### src/rtl/button_debouncer.sv
// button_debouncer: two-flop synchroniser plus debounce FSM with press/release pulses (DEBOUNCE_LONG_PRESS_EN adds btn_long)
module button_debouncer #(
  parameter int STABLE_CYCLES = 500000,
  parameter int CNT_W         = 20,
  parameter int LONG_CYCLES   = 50000000,
  parameter int LONG_W        = 26
) (
  input  logic clk,
  input  logic rst_n,
  input  logic btn_raw,
  output logic btn_level,
  output logic btn_press,
  output logic btn_release
`ifdef DEBOUNCE_LONG_PRESS_EN
  ,
  output logic btn_long
`endif
);
  typedef enum logic [1:0] {S_LOW, S_RISE, S_HIGH, S_FALL} state_e;
  localparam logic [CNT_W-1:0] LAST = CNT_W'(STABLE_CYCLES - 1);
  if (STABLE_CYCLES < 2 || (64'd1 << CNT_W) <= 64'(STABLE_CYCLES) ||
      (64'd1 << LONG_W) <= 64'(LONG_CYCLES)) begin : g_bad_params
    $error("button_debouncer: illegal parameter combination");
  end
  state_e state_q, state_d;
  logic sync1_q, sync2_q;
  logic [CNT_W-1:0] cnt_q, cnt_d;
  logic level_q, level_d, press_q, press_d, release_q, release_d;
  always_comb begin
    state_d   = state_q;
    cnt_d     = '0;
    press_d   = 1'b0;
    release_d = 1'b0;
    unique case (state_q)
      S_LOW:  if (sync2_q) begin
        state_d = S_RISE;
        cnt_d   = CNT_W'(1);
      end
      S_RISE: if (!sync2_q) state_d = S_LOW;
        else if (cnt_q == LAST) begin
          state_d = S_HIGH;
          press_d = 1'b1;
        end else cnt_d = cnt_q + CNT_W'(1);
      S_HIGH: if (!sync2_q) begin
        state_d = S_FALL;
        cnt_d   = CNT_W'(1);
      end
      S_FALL: if (sync2_q) state_d = S_HIGH;
        else if (cnt_q == LAST) begin
          state_d   = S_LOW;
          release_d = 1'b1;
        end else cnt_d = cnt_q + CNT_W'(1);
    endcase
    level_d = state_d == S_HIGH || state_d == S_FALL;
  end
  always_ff @(posedge clk or negedge rst_n) begin
    if (!rst_n) begin
      sync1_q   <= 1'b0;
      sync2_q   <= 1'b0;
      state_q   <= S_LOW;
      cnt_q     <= '0;
      level_q   <= 1'b0;
      press_q   <= 1'b0;
      release_q <= 1'b0;
    end else begin
      sync1_q   <= btn_raw;
      sync2_q   <= sync1_q;
      state_q   <= state_d;
      cnt_q     <= cnt_d;
      level_q   <= level_d;
      press_q   <= press_d;
      release_q <= release_d;
    end
  end
  assign btn_level   = level_q;
  assign btn_press   = press_q;
  assign btn_release = release_q;
`ifdef DEBOUNCE_LONG_PRESS_EN
  localparam logic [LONG_W-1:0] LONG_MAX = LONG_W'(LONG_CYCLES);
  logic [LONG_W-1:0] long_q, long_d;
  logic long_pulse_q, long_pulse_d;
  // level_q mirrors "state is S_HIGH or S_FALL"; saturation makes the pulse fire once per press
  always_comb begin
    long_d       = state_d == S_LOW ? '0 :
                   (level_q && long_q != LONG_MAX) ? long_q + LONG_W'(1) : long_q;
    long_pulse_d = long_d == LONG_MAX && long_q != LONG_MAX;
  end
  always_ff @(posedge clk or negedge rst_n) begin
    if (!rst_n) begin
      long_q       <= '0;
      long_pulse_q <= 1'b0;
    end else begin
      long_q       <= long_d;
      long_pulse_q <= long_pulse_d;
    end
  end
  assign btn_long = long_pulse_q;
`endif
endmodule

### config.mk
export PLATFORM = sky130hd
export DESIGN_NAME = button_debouncer
export DESIGN_NICKNAME = d
export VERILOG_FILES = /design/src/rtl/button_debouncer.sv
export SDC_FILE = /design/constraint.sdc
export NUM_CORES = 1
export LEC_CHECK = 0
export ABC_CLOCK_PERIOD_IN_PS = 2000
export CAP_MARGIN = 20
export CORE_UTILIZATION = 40
export DETAILED_ROUTE_END_ITERATION = 6
export MAX_ROUTING_LAYER = met4
export PLACE_DENSITY = 0.61
export SYNTH_ARGS = -nofsm -noshare
export SYNTH_HDL_FRONTEND = slang
export SYNTH_SLANG_ARGS = --single-unit
### constraint.sdc
create_clock -name clk -period 2 [get_ports clk]
set_input_delay 0.4 -clock clk [delete_from_list [all_inputs] [get_ports clk]]
set_output_delay 0.4 -clock clk [all_outputs]
set_load 0.02 [all_outputs]
Word level (Yosys, flattened, before mapping) --
Cells that the tools add are included. Widths: inputs -> output; s select.
Word-level totals: input port bits 3, output and inout port bits 3, logic and storage cells 34, register bits 27
Operators by class: $add $sub $neg 1, reductions and logical operators 2, eq/ne operators 6, multiplexer cells 18
Operator list (number):
- $pmux 20 s4 | 1
- $mux 20 | 3
- $add 20x1->20 const B | 1
- $eq 20x19->1 const B | 1
- $mux 2 | 6
- $eq 2x2->1 const B | 4
- $pmux 2 s4 | 1
- $mux 1 | 7
- $eq 2x1->1 const B | 1
- $logic_not 2->1 | 1
- $logic_or 1x1->1 | 1

Longest topological paths before layout --
depth in word-level cells 6, depth in mapped cells 6, mapped depth without buffers 5

Worst setup path before layout --
No wires, ideal clock.
path kind register to register, start register cnt_q[7], end register state_q[1], slack -0.030 ns, setup time 0.128 ns, arrival time 1.902 ns, clock period less this slack 2.030 ns, cell stages (with the launch flop) 5, path buffers 0, required time 1.872 ns, path through dfrtp_1 > or4b_1 > or3_4 > nor4_4 > mux2_1
Between the ends: cells in the longest elaborated chain, start to end 4, elaborated cells between the ends (all ways) 6, classes of those cells eq/ne (1); mux (5)
Ends and longest elaborated chain:
- start, declared | RTL line 27 | logic [CNT_W-1:0] cnt_q, cnt_d;
- start signal, assigned | RTL line 69 | cnt_q <= cnt_d;
- $eq 20x19->1 (*) | RTL line 40, 49
- $mux 2 (on tied branches) | RTL line 49, 40
- $mux 2 (on tied branches) | RTL line 48, 39
- $pmux 2 s4 (*) | RTL line 34 | unique case (state_q)
- end signal, assigned | RTL line 68 | state_q <= state_d;
- end, declared | RTL line 25 | state_e state_q, state_d;
Every way passes the cells marked *; elsewhere a longest branch is shown, timed or not.

Worst setup path in the final report --
start register cnt_q[14], end register state_q[1]
The elaborated chain is that of the path after synthesis.

==> impl_metrics.csv <==
group,metric,value,unit
run_status,status,"completed",
routing,drt_iter0_drc,46,
synth,syn_inst,117,
routing,viasPerCell,5.432,
synth,synth-edff-count,0,
floorplan,start_util,43.64,%
cts,clockBufferDepth,2,
cts,root_buffer,"clkbuf_4",
critical_path,cp-startpoint,"cnt_q[14]$_DFF_PN0_",
placed_design,place_ws,0.05739,ns
synth,yosys-top-cells-area,"dfrtp_1, xnor2_1, nor2_1",
synth,synth_fa_ha_area_share,1.005,%
placed_design,port_buffers,5,
global_routing,antenna_found_initial,0,
synth,ys_ff_latch,26,
timing,final.setup.worst_slack,0.02856,ns
critical_path,arrival,2.20,ns
global_routing,grt_pass1_vias,911,
critical_path,r2r_start,"cnt_q[14]$_DFF_PN0_",
cts,clk_pin_slew,0.14,ns
pwr,p_leak,0.0005936,uW
floorplan,rows,19,
synth,synth_top_area_cell,"dfrtp_1",
critical_path,start_kind,"flip-flop",
cts,clock_sinks,26,
timing,worstMarginPinSlew,0.3313,ns
critical_path,crit_end,"state_q[1]$_DFF_PN0_",
cts,cts_tree,"done",
synth,synth_area,1245,um2
floorplan,core,2853,um2
job,drv_cap,0,
global_routing,grt_start_max_net_pins,27,
synth,synth_nets,121,
floorplan,die_area,3340,um2
layout,diodes,0,
critical_path,timing.rr.end,"state_q[1]$_DFF_PN0_",
synth,synthDistinctLibCells,31,
layout,final_core_util,52.15,%
layout,fin_nets,143,
routing,drc,0,
routing,antenna_left,0,
synth,synth_top_area_share,52.26,%
cts,postCtsHoldBufs,0,
routing,routed_wl,2386,um
pwr,power_density,628.9,nW/um2
routing,routedWlPerCell,14.12,um
floorplan,io_pins,6,
timing,rsz0062_at_grt,"true",
timing,finalHoldViolCount,0,
synth,synth.area.mux_share,0.9045,%
timing,min_period,1.971,ns
global_routing,grt_pass1_wl,4043,um
pwr,vdd.ir_drop.worst,0.5154,mV
floorplan,die_h,57.79,um
timing,fmax,0.5072,GHz
worst_hold_path,hold_class,"reg -> reg",
layout,layout-drive-gt1-share,18.12,%
synth,synth_top_family_by_area,"simple AND/OR/NAND/NOR gates",
critical_path,cp-end-kind,"flip-flop",
synth,synth_xor_area_share,10.55,%
synth,synth_ff_type,"dfrtp_1",
critical_path,worst-endpoint-required,2.22,ns
timing,setup_violations,0,
cts,numCtsBuffers,3,
synth,synth-simple-area-share,26.13,%
timing,max_slew_margin,77.91,%
critical_path,r2r_cells,4,
synth,synth-seq-area-share,52.26,%
critical_path,worst-setup-path-type,"reg -> reg",
synth,syn_area_per_cell,10.64,um2
cts,htree_levels,1,
routing,dr.pass1.iters,4,
critical_path,crit_path_max_fanout,2,
synth,synth_compound_area_share,6.432,%
routing,routed-via-count,918,
timing,fin_skew,0.004259,ns
layout,area_growth,19.50,%
synth,postSynth.asyncResetShare,100.0,%
floorplan,die_w,57.79,um
placed_design,dpl.hpwl,1765,um
timing,slew_viol_final,0,
timing,finalCritPeriodShare,98.57,%
cts,clk_latency,0.32,ns
global_routing,track_usage,16.58,%
critical_path,reg2reg_slack,0.03,ns
placed_design,routabilityCongestion,0.8563,
layout,num-fill-cells,264,
synth,yosys_warnings,0,
global_routing,grt_overflow,0,
-- where the power goes --
group	switching, uW	internal, uW
clock network	160	203
logic	22.4	14.6
registers	4.58	531
total	187	749
-- through the flow --
stage	power, uW	std cells	hold WS [ns]	TNS (ns)	instance area [um2]
floorplan	561.4	117	0.1044	-0.02959	1245
global placement	581.1	164	0.3323	0	1416
detailed placement	582.7	164	0.3616	0	1416
CTS	945.2	168	0.4068	0	1469
global route	973.2	169	0.4061	-0.09891	1488
finish	935.5	169	0.3927	0	1488
-- cell families (layout without fill, tap and decap cells) --
family / after synthesis / in the layout
AO/OA/AOI/OAI: 10 / 10
XOR/XNOR: 15 / 15
adder cells (fa/ha/maj): 1 / 1
buffers and inverters: 7 / 28
flip-flops: 26 / 26
multiplexers: 1 / 1
AND/OR/NAND/NOR: 57 / 57
-- critical path: stages (launching register included) --
cell and delay [ns]:
dfrtp_1 0.41, or4b_1 0.52, or3_4 0.43, nor4_4 0.20, mux2_4 0.33
-- how the worst min path moves through the flow --
stage | cells after the start | endpoint | slack [ns] | from
3_5_place_dp | 0 | sync2_q$_DFF_PN0_ | 0.36 | sync1_q$_DFF_PN0_
2_1_floorplan | 0 | btn_press$_DFF_PN0_ | 0.10 | rst_n
3_3_place_gp | 0 | sync2_q$_DFF_PN0_ | 0.33 | sync1_q$_DFF_PN0_
4_1_cts | 0 | sync2_q$_DFF_PN0_ | 0.41 | sync1_q$_DFF_PN0_
5_1_grt | 0 | sync2_q$_DFF_PN0_ | 0.41 | sync1_q$_DFF_PN0_
6_report | 0 | sync2_q$_DFF_PN0_ | 0.39 | sync1_q$_DFF_PN0_
-- registers in the layout (all words and copies together) (netlist names) --
name / cells
btn_release: 1
btn_press: 1
cnt_q: 20
sync2_q: 1
state_q: 2
sync1_q: 1
-- cell usage in the layout, fill, tap and decap left out --
cell | synthesis | final
mux2_4 | 0 | 1
or2_2 | 1 | 1
or3_1 | 3 | 3
a211oi_1 | 1 | 1
buf_6 | 1 | 2
or4_1 | 3 | 3
nor4_4 | 1 | 1
o31a_1 | 1 | 1
nand3_2 | 1 | 1
or4b_1 | 1 | 1
nand2b_1 | 1 | 1
clkbuf_4 | 0 | 3
and3b_1 | 2 | 2
o21ba_2 | 1 | 1
nand3_1 | 5 | 5
xnor2_1 | 13 | 13
nor3_1 | 1 | 1
o31ai_4 | 1 | 1
nor4_1 | 5 | 5
a21oi_1 | 3 | 3
or4bb_1 | 1 | 1
nor2_1 | 21 | 21
inv_1 | 5 | 5
clkdlybuf4s50_1 | 0 | 5
o21ai_0 | 2 | 2
xor2_1 | 2 | 2
or3_4 | 1 | 1
o31ai_1 | 1 | 1
nand2_1 | 5 | 5
dfrtp_1 | 26 | 26
buf_4 | 0 | 12
bufinv_16 | 0 | 1
nand4_1 | 5 | 5
ha_1 | 1 | 1
-- timing repair --
action / CTS / global route
setup endpoints to repair: 0 / 3
buffers inserted: 0 / 1
hold endpoints to repair: 0 / 0
gates resized for setup: 0 / 3
-- per-layer routing --
metal | wire (um) | GRT usage [%]
met5 | 0 | -
met4 | 21 | 5.102
met3 | 63 | 4.018
met2 | 1154 | 24.92
met1 | 1146 | 22.30
-- cell type report --
type	instances	area, um2	share of cell area, %
tap	31	38.79	2.607
clock inverter	1	30.03	2.018
inverter	5	18.77	1.262
sequential	26	650.6	43.73
multi-input combinational	84	564.3	37.93
clock buffer	3	22.52	1.514
timing repair buffer	19	162.7	10.93
-- synthesized netlist by cell type (2+ instances only) --
cell     count
nor4_1       5
or3_1        3
nor2_1      21
nand3_1      5
xor2_1       2
o21ai_0      2
a21oi_1      3
nand4_1      5
dfrtp_1     26
or4_1        3
and3b_1      2
inv_1        5
xnor2_1     13
nand2_1      5
No activity file was read; power rests on OpenSTA's default activity.
==> patch (config.mk and constraints unchanged) <==
The output `btn_release` loses its register stage (`release_q` becomes a continuous assignment).
--- a/src/rtl/button_debouncer.sv
+++ b/src/rtl/button_debouncer.sv
@@ -62,5 +62,4 @@
       level_q   <= 1'b0;
       press_q   <= 1'b0;
-      release_q <= 1'b0;
     end else begin
       sync1_q   <= btn_raw;
@@ -70,7 +69,8 @@
       level_q   <= level_d;
       press_q   <= press_d;
-      release_q <= release_d;
     end
   end
+
+  assign release_q = release_d;
   assign btn_level   = level_q;
   assign btn_press   = press_q;
Check against the original RTL: same outputs for any inputs over 10 cycles, from zero or initial values and one cycle with rst_n low; that may be too few to reach the edited logic, so the function may still have changed.
==> patch against the original RTL <==
The flow now finishes with violations (setup timing); register-to-register slack got worse by 0.36 ns; design area rose by 12%; setup slack got worse by 0.58 ns; wire length rose by 7.3%; synthesized area fell by 2.0%; power fell by 14%; die area fell by 1.9%; sequential cell count fell by 1; critical path type is now register to primary output; critical endpoint is now btn_release.
==> patch: results (changes against the original RTL) <==
| Metric | Value |
|---|---|
| Clock skew | `0.00124 ns (was 0.00426 ns)` |
| PortBufs | `5 (unchanged)` |
| Largest cells by area after synthesis | `dfrtp_1, xnor2_1, nor2_1 (unchanged)` |
| Initial DRC count | `11 (was 46)` |
| Fin Setup TNS | `-5.92 ns (was 0 ns)` |
| Diodes inserted | `0 (unchanged)` |
| Max IR drop VDD | `0.000281 V (was 0.000515 V)` |
| Crit path arrival time | `2.15 ns (was 2.20 ns)` |
| Detail Placement HPWL | `1860 microns (was 1760 microns)` |
| Largest net degree at the start of global routing | `26 (was 27)` |
| Post-synthesis sequential area ratio | `0.513 (was 0.523)` |
| Violated checks | `setup timing` |
| WHS | `0.370 ns (was 0.393 ns)` |
| Final nets | `164 (was 143)` |
| Worst Setup SP | `cnt_q[5] (was cnt_q[14])` |
| Least-Margin Pin Slew | `0.356 ns (was 0.331 ns)` |
| Final setup fails | `19 (was 0)` |
| Final GP Congestion | `0.803 (was 0.856)` |
| Drt wl/cell | `13.5 microns (was 14.1 microns)` |
| Status | `finished with violations (was finished clean)` |
| R2R setup slack | `-0.33 ns (was 0.03 ns)` |
| Worst R2R End | `cnt_q[11] (was state_q[1])` |
| Worst Hold End | `sync2_q (unchanged)` |
| Hold path start | `sync1_q (unchanged)` |
| DR vias | `978 (was 918)` |
| Area post-placement | `1530 sq um (was 1420 sq um)` |
| Post-synth EDFFs | `0 (unchanged)` |
| Synth cell count leaders | `dfrtp_1, nor2_1, xnor2_1 (unchanged)` |
| GRT Overall Usage | `0.188 (was 0.166)` |
| Ys async rst share | `1.00 (unchanged)` |
| First-pass GRT wire length | `4470 microns (was 4040 microns)` |
| Lkg Pwr | `0.000702 uW (was 0.000594 uW)` |
| Inst Count DP | `179 (was 164)` |
| Vias in the first global route | `1014 (was 911)` |
| Hold path depth | `0 (unchanged)` |
| Layout cells sized above 1 | `0.314 (was 0.181)` |
| Detailed Route WL | `2560 microns (was 2390 microns)` |
| FF-to-FF path depth | `9 (was 4)` |
| PnR worst setup slack | `-0.547 ns (was 0.0286 ns)` |
| Worst skew pair latency | `0.32 ns (about the same)` |
| Pre-CTS setup slack | `-0.637 ns (was 0.0574 ns)` |
| Worst reg2reg startpoint | `cnt_q[5] (was cnt_q[14])` |
| Synth warn | `0 (unchanged)` |
| Cell count after synthesis | `116 (was 117)` |
==> patch: kinds of logic (layout without fill, tap and decap cells) <==
| family | count (synthesis) | after routing | synth area share |
|---|---|---|---|
| AND/OR/NAND/NOR | 57 | 57 | 0.267 |
| XOR/XNOR | 15 | 15 | 0.108 |
| multiplexers | 1 | 1 | 0.00923 |
| AO/OA/AOI/OAI | 10 | 10 | 0.0656 |
| adder cells (fa/ha/maj) | 1 | 1 | 0.0103 |
| flip-flops | 25 | 25 | 0.513 |
| buffers and inverters | 7 | 50 | 0.0277 |
==> patch: where the power goes <==
part	leakage [uW]	total, uW	internal, uW	switching (uW)
clock network	0.0000139	237	76.6	160
registers	0.000340	515	511	3.82
logic	0.000348	56.0	29.4	26.6
total	0.000702	808	617	191
==> patch: worst max-delay path by stage <==
stage                             end  cells past startpoint
after floorplan           btn_release                      4
after global placement    btn_release                      5
after detailed placement  btn_release                      5
after CTS                 btn_release                      5
after global routing      btn_release                      5
final                     btn_release                      5
==> patch: critical path, cell delays in order, from the launching register on <==
cell	delay (ns)
dfrtp_1	0.41
or4_1	0.53
or3_4	0.42
nor4_4	0.14
and3b_2	0.22
buf_6	0.11
==> patch: routing by layer <==
metal	global-route usage	vias to the layer above	wire, microns
li1	-	494	-
met1	0.249	469	1250
met2	0.297	10	1220
met3	0.0204	5	45
met4	0.0732	0	40
met5	-	-	0
==> patch: area by class of cell <==
type,count,area [sq um]
well taps,31,38.8
clock buffers,3,22.5
clock inverters,1,7.51
flip-flops and latches,25,626
repair buffers,41,377
inverters,5,18.8
multi-input cells,84,571
fillers,228,1170
==> patch: repair_timing <==
action,4_1_cts,5_1_grt
setup buffers,5,3
hold endpoints to repair,0,0
gates resized for setup,14,2
setup endpoints to repair,19,22
pin swaps,2,3
cloned,1,0
